`src/rtl/adc_scan_sched_if.sv`:
```
// Result hand-off channel of the ADC scan scheduler: one tagged conversion
// result presented with valid/ready, plus the overwrite (drop) pulse.
interface adc_scan_sched_if;
    // Transfer happens on a rising clock edge where oVALID and iREADY are both high;
    // oCH/oDATA stay stable while oVALID is high until the next publish.
    logic        oVALID;
    logic        iREADY;
    logic [2:0]  oCH;
    logic [11:0] oDATA;
    logic        oDROP;

    modport master (output oVALID, oCH, oDATA, oDROP, input iREADY);
    modport slave  (input oVALID, oCH, oDATA, oDROP, output iREADY);
endinterface

```
`src/rtl/adc_scan_sched.sv`:
```
// Round-robin scan controller for an 8-channel 16-SCLK serial ADC; results are
// tagged with the channel addressed one frame earlier and held in a 1-entry buffer.
module adc_scan_sched #(
    parameter int CLK_DIV  = 4,
    parameter int IDLE_GAP = 16
) (
    input  logic       iCLK,
    input  logic       iRST,
    input  logic       iEN,
    input  logic [7:0] iCH_MASK,
    output logic       oCS_n,
    output logic       oSCLK,
    output logic       oDIN,
    input  logic       iDOUT,
    output logic       oBUSY,
    output logic [1:0] oSTATE,
    adc_scan_sched_if.master res
);
    typedef enum logic [1:0] {IDLE = 2'd0, SETUP = 2'd1, SHIFT = 2'd2, GAP = 2'd3} state_t;

    localparam logic [15:0] DIV_M1 = 16'(CLK_DIV - 1);
    localparam logic [15:0] GAP_M1 = 16'(IDLE_GAP - 1);

    state_t      state_q, state_d;
    logic [15:0] cnt_q, cnt_d;
    logic [3:0]  bit_q, bit_d;
    logic        half_q, half_d;
    logic        cs_n_q, cs_n_d;
    logic        sclk_q, sclk_d;
    logic        din_q, din_d;
    logic [11:0] shift_q, shift_d;
    logic        prime_q, prime_d;
    logic [2:0]  last_q, last_d;
    logic [2:0]  tag_q, tag_d;
    logic        vld_q, vld_d;
    logic [2:0]  ch_q, ch_d;
    logic [11:0] data_q, data_d;
    logic        drop_q, drop_d;

    logic [2:0]  nxt;
    logic [2:0]  idx;
    logic        start;
    logic [3:0]  nbit;

    // Lowest set mask bit strictly above last_q, wrapping; falls back to last_q itself.
    always_comb begin
        nxt = last_q;
        idx = 3'd0;
        for (int i = 8; i >= 1; i--) begin
            idx = last_q + 3'(i);
            if (iCH_MASK[idx]) nxt = idx;
        end
    end

    always_comb begin
        state_d = state_q;
        cnt_d   = cnt_q;
        bit_d   = bit_q;
        half_d  = half_q;
        cs_n_d  = cs_n_q;
        sclk_d  = sclk_q;
        din_d   = din_q;
        shift_d = shift_q;
        prime_d = prime_q;
        last_d  = last_q;
        tag_d   = tag_q;
        vld_d   = vld_q & ~res.iREADY;
        ch_d    = ch_q;
        data_d  = data_q;
        drop_d  = 1'b0;
        start   = iEN & (|iCH_MASK);
        nbit    = bit_q + 4'd1;

        case (state_q)
            IDLE: begin
                cs_n_d = 1'b1;
                sclk_d = 1'b1;
                if (start) begin
                    state_d = SETUP;
                    cs_n_d  = 1'b0;
                    cnt_d   = 16'd0;
                    prime_d = 1'b1;
                    tag_d   = last_q;
                    last_d  = nxt;
                end
            end
            SETUP: begin
                cnt_d = cnt_q + 16'd1;
                if (cnt_q == DIV_M1) begin
                    state_d = SHIFT;
                    cnt_d   = 16'd0;
                    bit_d   = 4'd0;
                    half_d  = 1'b0;
                    sclk_d  = 1'b0;
                    din_d   = 1'b0;
                end
            end
            SHIFT: begin
                cnt_d = cnt_q + 16'd1;
                if (cnt_q == DIV_M1) begin
                    cnt_d = 16'd0;
                    if (!half_q) begin
                        half_d = 1'b1;
                        sclk_d = 1'b1;
                        if (bit_q >= 4'd4) shift_d = {shift_q[10:0], iDOUT};
                    end else if (bit_q == 4'd15) begin
                        state_d = GAP;
                        cs_n_d  = 1'b1;
                        sclk_d  = 1'b1;
                        // The first frame after a start returns a stale conversion.
                        if (prime_q) begin
                            prime_d = 1'b0;
                        end else begin
                            vld_d  = 1'b1;
                            data_d = shift_q;
                            ch_d   = tag_q;
                            drop_d = vld_q & ~res.iREADY;
                        end
                    end else begin
                        bit_d  = nbit;
                        half_d = 1'b0;
                        sclk_d = 1'b0;
                        case (nbit)
                            4'd2:    din_d = last_q[2];
                            4'd3:    din_d = last_q[1];
                            4'd4:    din_d = last_q[0];
                            default: din_d = 1'b0;
                        endcase
                    end
                end
            end
            GAP: begin
                cnt_d = cnt_q + 16'd1;
                if (cnt_q == GAP_M1) begin
                    cnt_d = 16'd0;
                    if (start) begin
                        state_d = SETUP;
                        cs_n_d  = 1'b0;
                        tag_d   = last_q;
                        last_d  = nxt;
                    end else begin
                        state_d = IDLE;
                    end
                end
            end
            default: state_d = IDLE;
        endcase
    end

    always_ff @(posedge iCLK or negedge iRST) begin
        if (!iRST) begin
            state_q <= IDLE;
            cnt_q   <= 16'd0;
            bit_q   <= 4'd0;
            half_q  <= 1'b0;
            cs_n_q  <= 1'b1;
            sclk_q  <= 1'b1;
            din_q   <= 1'b0;
            shift_q <= 12'd0;
            prime_q <= 1'b0;
            last_q  <= 3'd7;
            tag_q   <= 3'd0;
            vld_q   <= 1'b0;
            ch_q    <= 3'd0;
            data_q  <= 12'd0;
            drop_q  <= 1'b0;
        end else begin
            state_q <= state_d;
            cnt_q   <= cnt_d;
            bit_q   <= bit_d;
            half_q  <= half_d;
            cs_n_q  <= cs_n_d;
            sclk_q  <= sclk_d;
            din_q   <= din_d;
            shift_q <= shift_d;
            prime_q <= prime_d;
            last_q  <= last_d;
            tag_q   <= tag_d;
            vld_q   <= vld_d;
            ch_q    <= ch_d;
            data_q  <= data_d;
            drop_q  <= drop_d;
        end
    end

    assign oCS_n      = cs_n_q;
    assign oSCLK      = sclk_q;
    assign oDIN       = din_q;
    assign oBUSY      = (state_q != IDLE);
    assign oSTATE     = state_q;
    assign res.oVALID = vld_q;
    assign res.oCH    = ch_q;
    assign res.oDATA  = data_q;
    assign res.oDROP  = drop_q;
endmodule

```
`src/flat_wrapper.sv`:
```
// flat-port wrapper written by rule: the top's interface ports become plain ports
module adc_scan_sched_flat 
#(
    parameter int CLK_DIV  = 4,
    parameter int IDLE_GAP = 16
)
  (iCLK, iRST, iEN, iCH_MASK, oCS_n, oSCLK, oDIN, iDOUT, oBUSY, oSTATE, res_oVALID, res_oCH, res_oDATA, res_oDROP, res_iREADY);
  adc_scan_sched_if res_i ();
  input  logic iCLK;
  input  logic iRST;
  input  logic iEN;
  input  logic [7:0] iCH_MASK;
  output logic oCS_n;
  output logic oSCLK;
  output logic oDIN;
  input  logic iDOUT;
  output logic oBUSY;
  output logic [1:0] oSTATE;
  output wire logic [$bits(res_i.oVALID)-1:0] res_oVALID;
  output wire logic [$bits(res_i.oCH)-1:0] res_oCH;
  output wire logic [$bits(res_i.oDATA)-1:0] res_oDATA;
  output wire logic [$bits(res_i.oDROP)-1:0] res_oDROP;
  input wire logic [$bits(res_i.iREADY)-1:0] res_iREADY;
  assign res_oVALID = res_i.oVALID;
  assign res_oCH = res_i.oCH;
  assign res_oDATA = res_i.oDATA;
  assign res_oDROP = res_i.oDROP;
  assign res_i.iREADY = res_iREADY;
  adc_scan_sched #(.CLK_DIV(CLK_DIV), .IDLE_GAP(IDLE_GAP)) u_core (.iCLK(iCLK), .iRST(iRST), .iEN(iEN), .iCH_MASK(iCH_MASK), .oCS_n(oCS_n), .oSCLK(oSCLK), .oDIN(oDIN), .iDOUT(iDOUT), .oBUSY(oBUSY), .oSTATE(oSTATE), .res(res_i));
endmodule
```
`config.mk`:
```
export PLATFORM = sky130hd
export DESIGN_NAME = adc_scan_sched_flat
export DESIGN_NICKNAME = d
export VERILOG_FILES = /design/src/rtl/adc_scan_sched_if.sv /design/src/rtl/adc_scan_sched.sv /design/src/flat_wrapper.sv
export SDC_FILE = /design/constraint.sdc
export NUM_CORES = 1
export LEC_CHECK = 0
export CAP_MARGIN = 20
export CORE_AREA = 2 2 99 101
export DETAILED_ROUTE_END_ITERATION = 12
export DIE_AREA = 0 0 101 103
export PLACE_DENSITY = 0.62
export SETUP_SLACK_MARGIN = 0.05
export SLEW_MARGIN = 20
export SYNTH_ARGS = -nofsm -noshare
export SYNTH_HDL_FRONTEND = slang
export SYNTH_SLANG_ARGS = --single-unit
```
`constraint.sdc`:
```
create_clock -name iCLK -period 3.32 [get_ports iCLK]
set_input_delay 0.664 -clock iCLK [delete_from_list [all_inputs] [get_ports iCLK]]
set_output_delay 0.664 -clock iCLK [all_outputs]
set_load 0.05 [all_outputs]
```
# After elaboration in Yosys (flattened, before gate mapping)
# Index checks and enable logic that the tools add are counted.
# word_totals
register_bits	62
in_bits	13
out_inout_bits	23
elab_cells	149
# classes
add_sub_neg	9
order_cmp	8
n_eq_ne	17
muxes	77
bitwise_logic	5
n_reduce_logical	18
# op_table
op	n
two-way mux 16 bit	3
case mux 16 bit (3 select lines)	1
two-way mux 1 bit	35
two-way mux 3 bit	11
< comparator 3 x 4 -> 1 bit (second input constant)	7
binary-select mux 1 bit (select 3 bit)	7
adder 16 x 1 -> 16 bit (second input constant)	1
equality test 16 x 2 -> 1 bit (second input constant)	1
equality test 16 x 4 -> 1 bit (second input constant)	1
two-way mux 4 bit	4
AND reduction 5 bit	3
inequality test 2 x 1 -> 1 bit (second input constant)	7
adder 3 bit (second input constant)	4
two-way mux 2 bit	6
case mux 3 bit (2 select lines)	2
AND reduction 6 bit	2
case mux 1 bit (3 select lines)	3
equality test 4 x 2 -> 1 bit (second input constant)	2
case mux 2 bit (4 select lines)	1
case mux 4 bit (2 select lines)	1
nonzero test 2 bit	4
OR reduction 8 bit	1
adder 3 x 2 -> 3 bit (second input constant)	2
case mux 1 bit (2 select lines)	3
other kinds (16)	22

# Depth between registers and ports, before layout
# depth
depth_word	13
ltp_mapped	12
mapped_depth_nobuf	8

# Least setup slack after synthesis
# OpenSTA, ideal clock, no wires.
# synth_timing
path_kind	reg-to-reg
start	register u_core.last_q[0]
end	register u_core.last_q[0]
setup_ps	75
arrival_time_ps	2784
t_required_ps	3245
slack_ps	460
stages_incl_launch_ff	12
path_buffers	4
synth_period_minus_slack_ps	2860
path_cell_list	dfstp_2 -> buf_2 -> buf_4 -> buf_4 -> inv_1 -> ha_1 -> clkbuf_1 -> mux4_2 -> mux2_2 -> o2bb2ai_1 -> nand3b_1 -> xnor2_1
# synth_via
elab_chain_cells	13
word_cells_on_any_way	31
classes_between	add/sub: 7; mux: 24
# synth_rtl
item	line	text
from (decl)	adc_scan_sched.sv:33	logic [2:0] last_q, last_d;
from (signal assigned)	adc_scan_sched.sv:177	last_q <= last_d;
adder 3 bit	adc_scan_sched.sv:50	idx = last_q + 3'(i);
binary-select mux 1 bit (select 3 bit)	adc_scan_sched.sv:51	if (iCH_MASK[idx]) nxt = idx;
two-way mux 1 bit (not written as such)	adc_scan_sched.sv:51	
two-way mux 3 bit (7 in series)	adc_scan_sched.sv:51	
two-way mux 3 bit (*)	adc_scan_sched.sv:78, adc_scan_sched.sv:136	
two-way mux 3 bit	adc_scan_sched.sv:134	if (cnt_q == GAP_M1) begin
case mux 3 bit (2 select lines) (*)	adc_scan_sched.sv:74	case (state_q)
# Every way passes the cells marked *; elsewhere a longest branch is shown, timed or not. The select of a mux whose other input is x is not followed.
# A chain may end at the register's enable or synchronous reset.

# Worst setup path after layout
# Ends and elaborated chain as after synthesis.

==> impl_metrics.ini <==
[clocking]
insertion_delay_ns = 0.34
cts.sinks = 62
clock_path_buffers = 2
cts_resized = 0
cts_made_buffers = 9
root_buffer = clkbuf_8
ctsHtreeMaxLevel = 3
clk_pin_slew_ns = 0.09
cts_tree = yes
cts_setup_buffers = 0
cts_hold_buf = 0

[sta]
grt_setup_unrepaired = false
tns_ns = 0
timing.fmax_mhz = 364
worstMarginPinSlew_ns = 0.821
slew_violations = 0
finalHoldViolations = 0
min_period_ns = 2.75
setup_viol = 0
fin_worst_skew_ns = 0.0162
relSlewSlack_pct = 45.1
whs_ns = 0.473
fin_crit_sh_pct = 82.8

[setup_path]
critPathLaunch = u_core.last_q[0]
r2r_start = u_core.last_q[0]
endpoint = u_core.last_q[0]
end_kind = flop
rrSetupSlack_ns = 0.57
crit_chain = inv_1 > ha_1 > xor2_1 > nand2_1 > a2111oi_0 > o2bb2ai_1 > nand3b_1 > xnor2_1
crit_required_ns = 3.57
rr_worst_depth = 8
start_kind = flop
crit_path_top_delay_cell = dfstp_2
r2r-end = u_core.last_q[0]
critical_path.max_stage_delay_ns = 0.81
critPathKind = reg2reg
worst-path-max-fanout = 17
arrival_ns = 3.00

[global_routing]
grt_antenna_before_repair = 0
grt_pass1_wl_um = 13900
overflow = 0
grt_max_degree = 63
grt_pass1_vias = 2916
grt_use_total_pct = 17.0

[die]
dieArea_um2 = 10400
rows = 36
core_um2 = 9460
initial_core_util_pct = 40.6
die_x_um = 101
die_height_um = 103
ioPinCount = 36

[synthesis]
yosysMostFrequentCell = dfrtp_1
synth_top_area_share_pct = 37.1
synth_warnings = 0
ys_seq_area_share_pct = 40.5
ys_ff_latch = 62
syn-num-nets = 401
yosysUniqueCellTypes = 63
netlist_area_um2 = 3840
syn_avg_cell_area_um2 = 10.2
synthTopCellsByCount = dfrtp_1, o21ai_0, nand2_1
synth_cells = 378
synth_ff_type = dfrtp_1
async_reset_ff_share_pct = 100
synth.area.top_cells = dfrtp_1, mux2_1, o21ai_0, mux4_2, dfstp_2
synth_largest_area_cell = dfrtp_1
synth_edf_count = 0

[final_layout]
antennaDiodeCount = 0
area_delta_synth_final_pct = 18.1
fill_cells = 895
fin_nets = 437
drive_gt1_share_pct = 15.5

[power_and_ir_drop]
combPwrFrac_pct = 11.6
p_clk_share_pct = 43.9
p_int_mw = 1.29
switching_power_uw = 440
vdd_drop_max_mv = 0.180
cellPowerDensity_nw_per_um2 = 380
p_leak_nw = 1.99
power_frac_seq_pct = 44.5
switching_share_pct = 25.5

[place]
globalplace.congestion = 0.925
post-dp-hpwl_um = 5860
io_buffers = 35

[drt]
drt-initial-drc-count = 179
drt_pass1_iterations = 4
wirelength_met1_um = 3920
drc = 0
wl_met2_um = 3850
drt_wl_total_um = 8170
drtAntennaViolNets = 0
wl_met3_um = 299
avgRoutedWirePerCell_um = 15.3
top_layer = met4
via_per_inst = 5.70
via_count = 3038

[min_path]
hold_class = in2async

[run]
max-cap-violations = 0

[outcome]
outcome = complete, no violations
placed cells by master, fill, tap and decap left out, types with 8 or more instances in the layout:
| master | Yosys | final |
|---|---|---|
| nor3_1 | 15 | 15 |
| o21ai_0 | 36 | 36 |
| mux2i_1 | 13 | 13 |
| mux2_1 | 17 | 17 |
| a21oi_1 | 13 | 13 |
| inv_1 | 15 | 15 |
| mux2_4 | 8 | 8 |
| clkdlybuf4s50_1 | 0 | 34 |
| nor2_1 | 18 | 18 |
| dfrtp_1 | 57 | 57 |
| nand3_1 | 8 | 8 |
| nand2_1 | 32 | 32 |
| ha_1 | 10 | 10 |
| clkbuf_8 | 0 | 9 |
| mux2_2 | 11 | 11 |
| buf_4 | 3 | 11 |
critical path, delay by kind of cell, from the launching register on:
family          cells  cell delay (ns)
xor+xnor            2             0.54
simple gates        2             0.25
buf+inv             1             0.13
flops               1             0.81
compound gates      2             0.68
fa+ha+maj           1             0.28
worst min-delay path by stage:
stage	startpoint	to	slack [ns]	depth (start not counted)
floorplan	iRST	u_core.bit_q[0]	0.37	0
global placement	u_core.shift_q[11]	u_core.res.oDATA[11]	0.47	1
detailed placement	u_core.oDIN	u_core.oDIN	0.47	2
CTS	u_core.oDIN	u_core.oDIN	0.49	2
global route	u_core.res.oCH[2]	u_core.res.oCH[2]	0.50	1
finish	iRST	u_core.cnt_q[0]	0.47	2
registers in the layout, indices dropped and copies added (netlist names):
register,count
u_core.tag_q,3
u_core.oDIN,1
u_core.res.oVALID,1
u_core.shift_q,12
u_core.oSTATE,2
u_core.bit_q,4
u_core.res.oDATA,12
u_core.last_q,3
u_core.cnt_q,16
u_core.half_q,1
u_core.oCS_n,1
u_core.prime_q,1
u_core.oSCLK,1
u_core.res.oDROP,1
u_core.res.oCH,3
logic make-up (layout without fill, tap and decap cells):
logic type / count (synthesis) / after routing / synth area share, %
AND/OR/NAND/NOR: 115 / 115 / 16.4
AO/OA/AOI/OAI: 94 / 94 / 15.9
flip-flops: 62 / 62 / 40.5
multiplexers: 56 / 56 / 18.8
buffers and inverters: 37 / 78 / 4.23
adder cells (fa/ha/maj): 10 / 10 / 3.26
XOR/XNOR: 4 / 4 / 0.912
power by group through the flow:
stage / Combinational (mW) / Sequential, mW / Clock [mW]
CTS: 0.200 / 0.769 / 0.785
global route: 0.221 / 0.770 / 0.826
detailed placement: 0.200 / 0.784 / 0
global placement: 0.196 / 0.784 / 0
floorplan: 0.134 / 0.777 / 0
finish: 0.200 / 0.769 / 0.759
stage by stage:
step | setup WS, ns | area, um^2 | cells | util, % | total power [mW]
floorplan | 0.460 | 3840 | 378 | - | 0.911
global placement | 0.447 | 4310 | 517 | 45.6 | 0.980
detailed placement | 0.429 | 4310 | 517 | 45.6 | 0.983
CTS | 0.612 | 4540 | 533 | 48.0 | 1.75
global route | 0.316 | 4540 | 533 | 48.0 | 1.82
finish | 0.571 | 4540 | 533 | 48.0 | 1.73
cell type report:
type / instances / area [um^2] / share of cell area, %
multi-input combinational: 279 / 2120 / 46.8
sequential: 62 / 1560 / 34.3
timing repair buffer: 46 / 428 / 9.42
tap: 114 / 143 / 3.14
clock buffer: 9 / 124 / 2.73
clock inverter: 7 / 105 / 2.31
inverter: 16 / 60.1 / 1.32
routing by layer:
layer	up-vias	global-route usage, %
li1	1481	-
met1	1479	22.9
met2	70	26.4
met3	8	4.14
met4	0	6.86
met5	-	0
No activity file was read; power rests on OpenSTA's default activity.
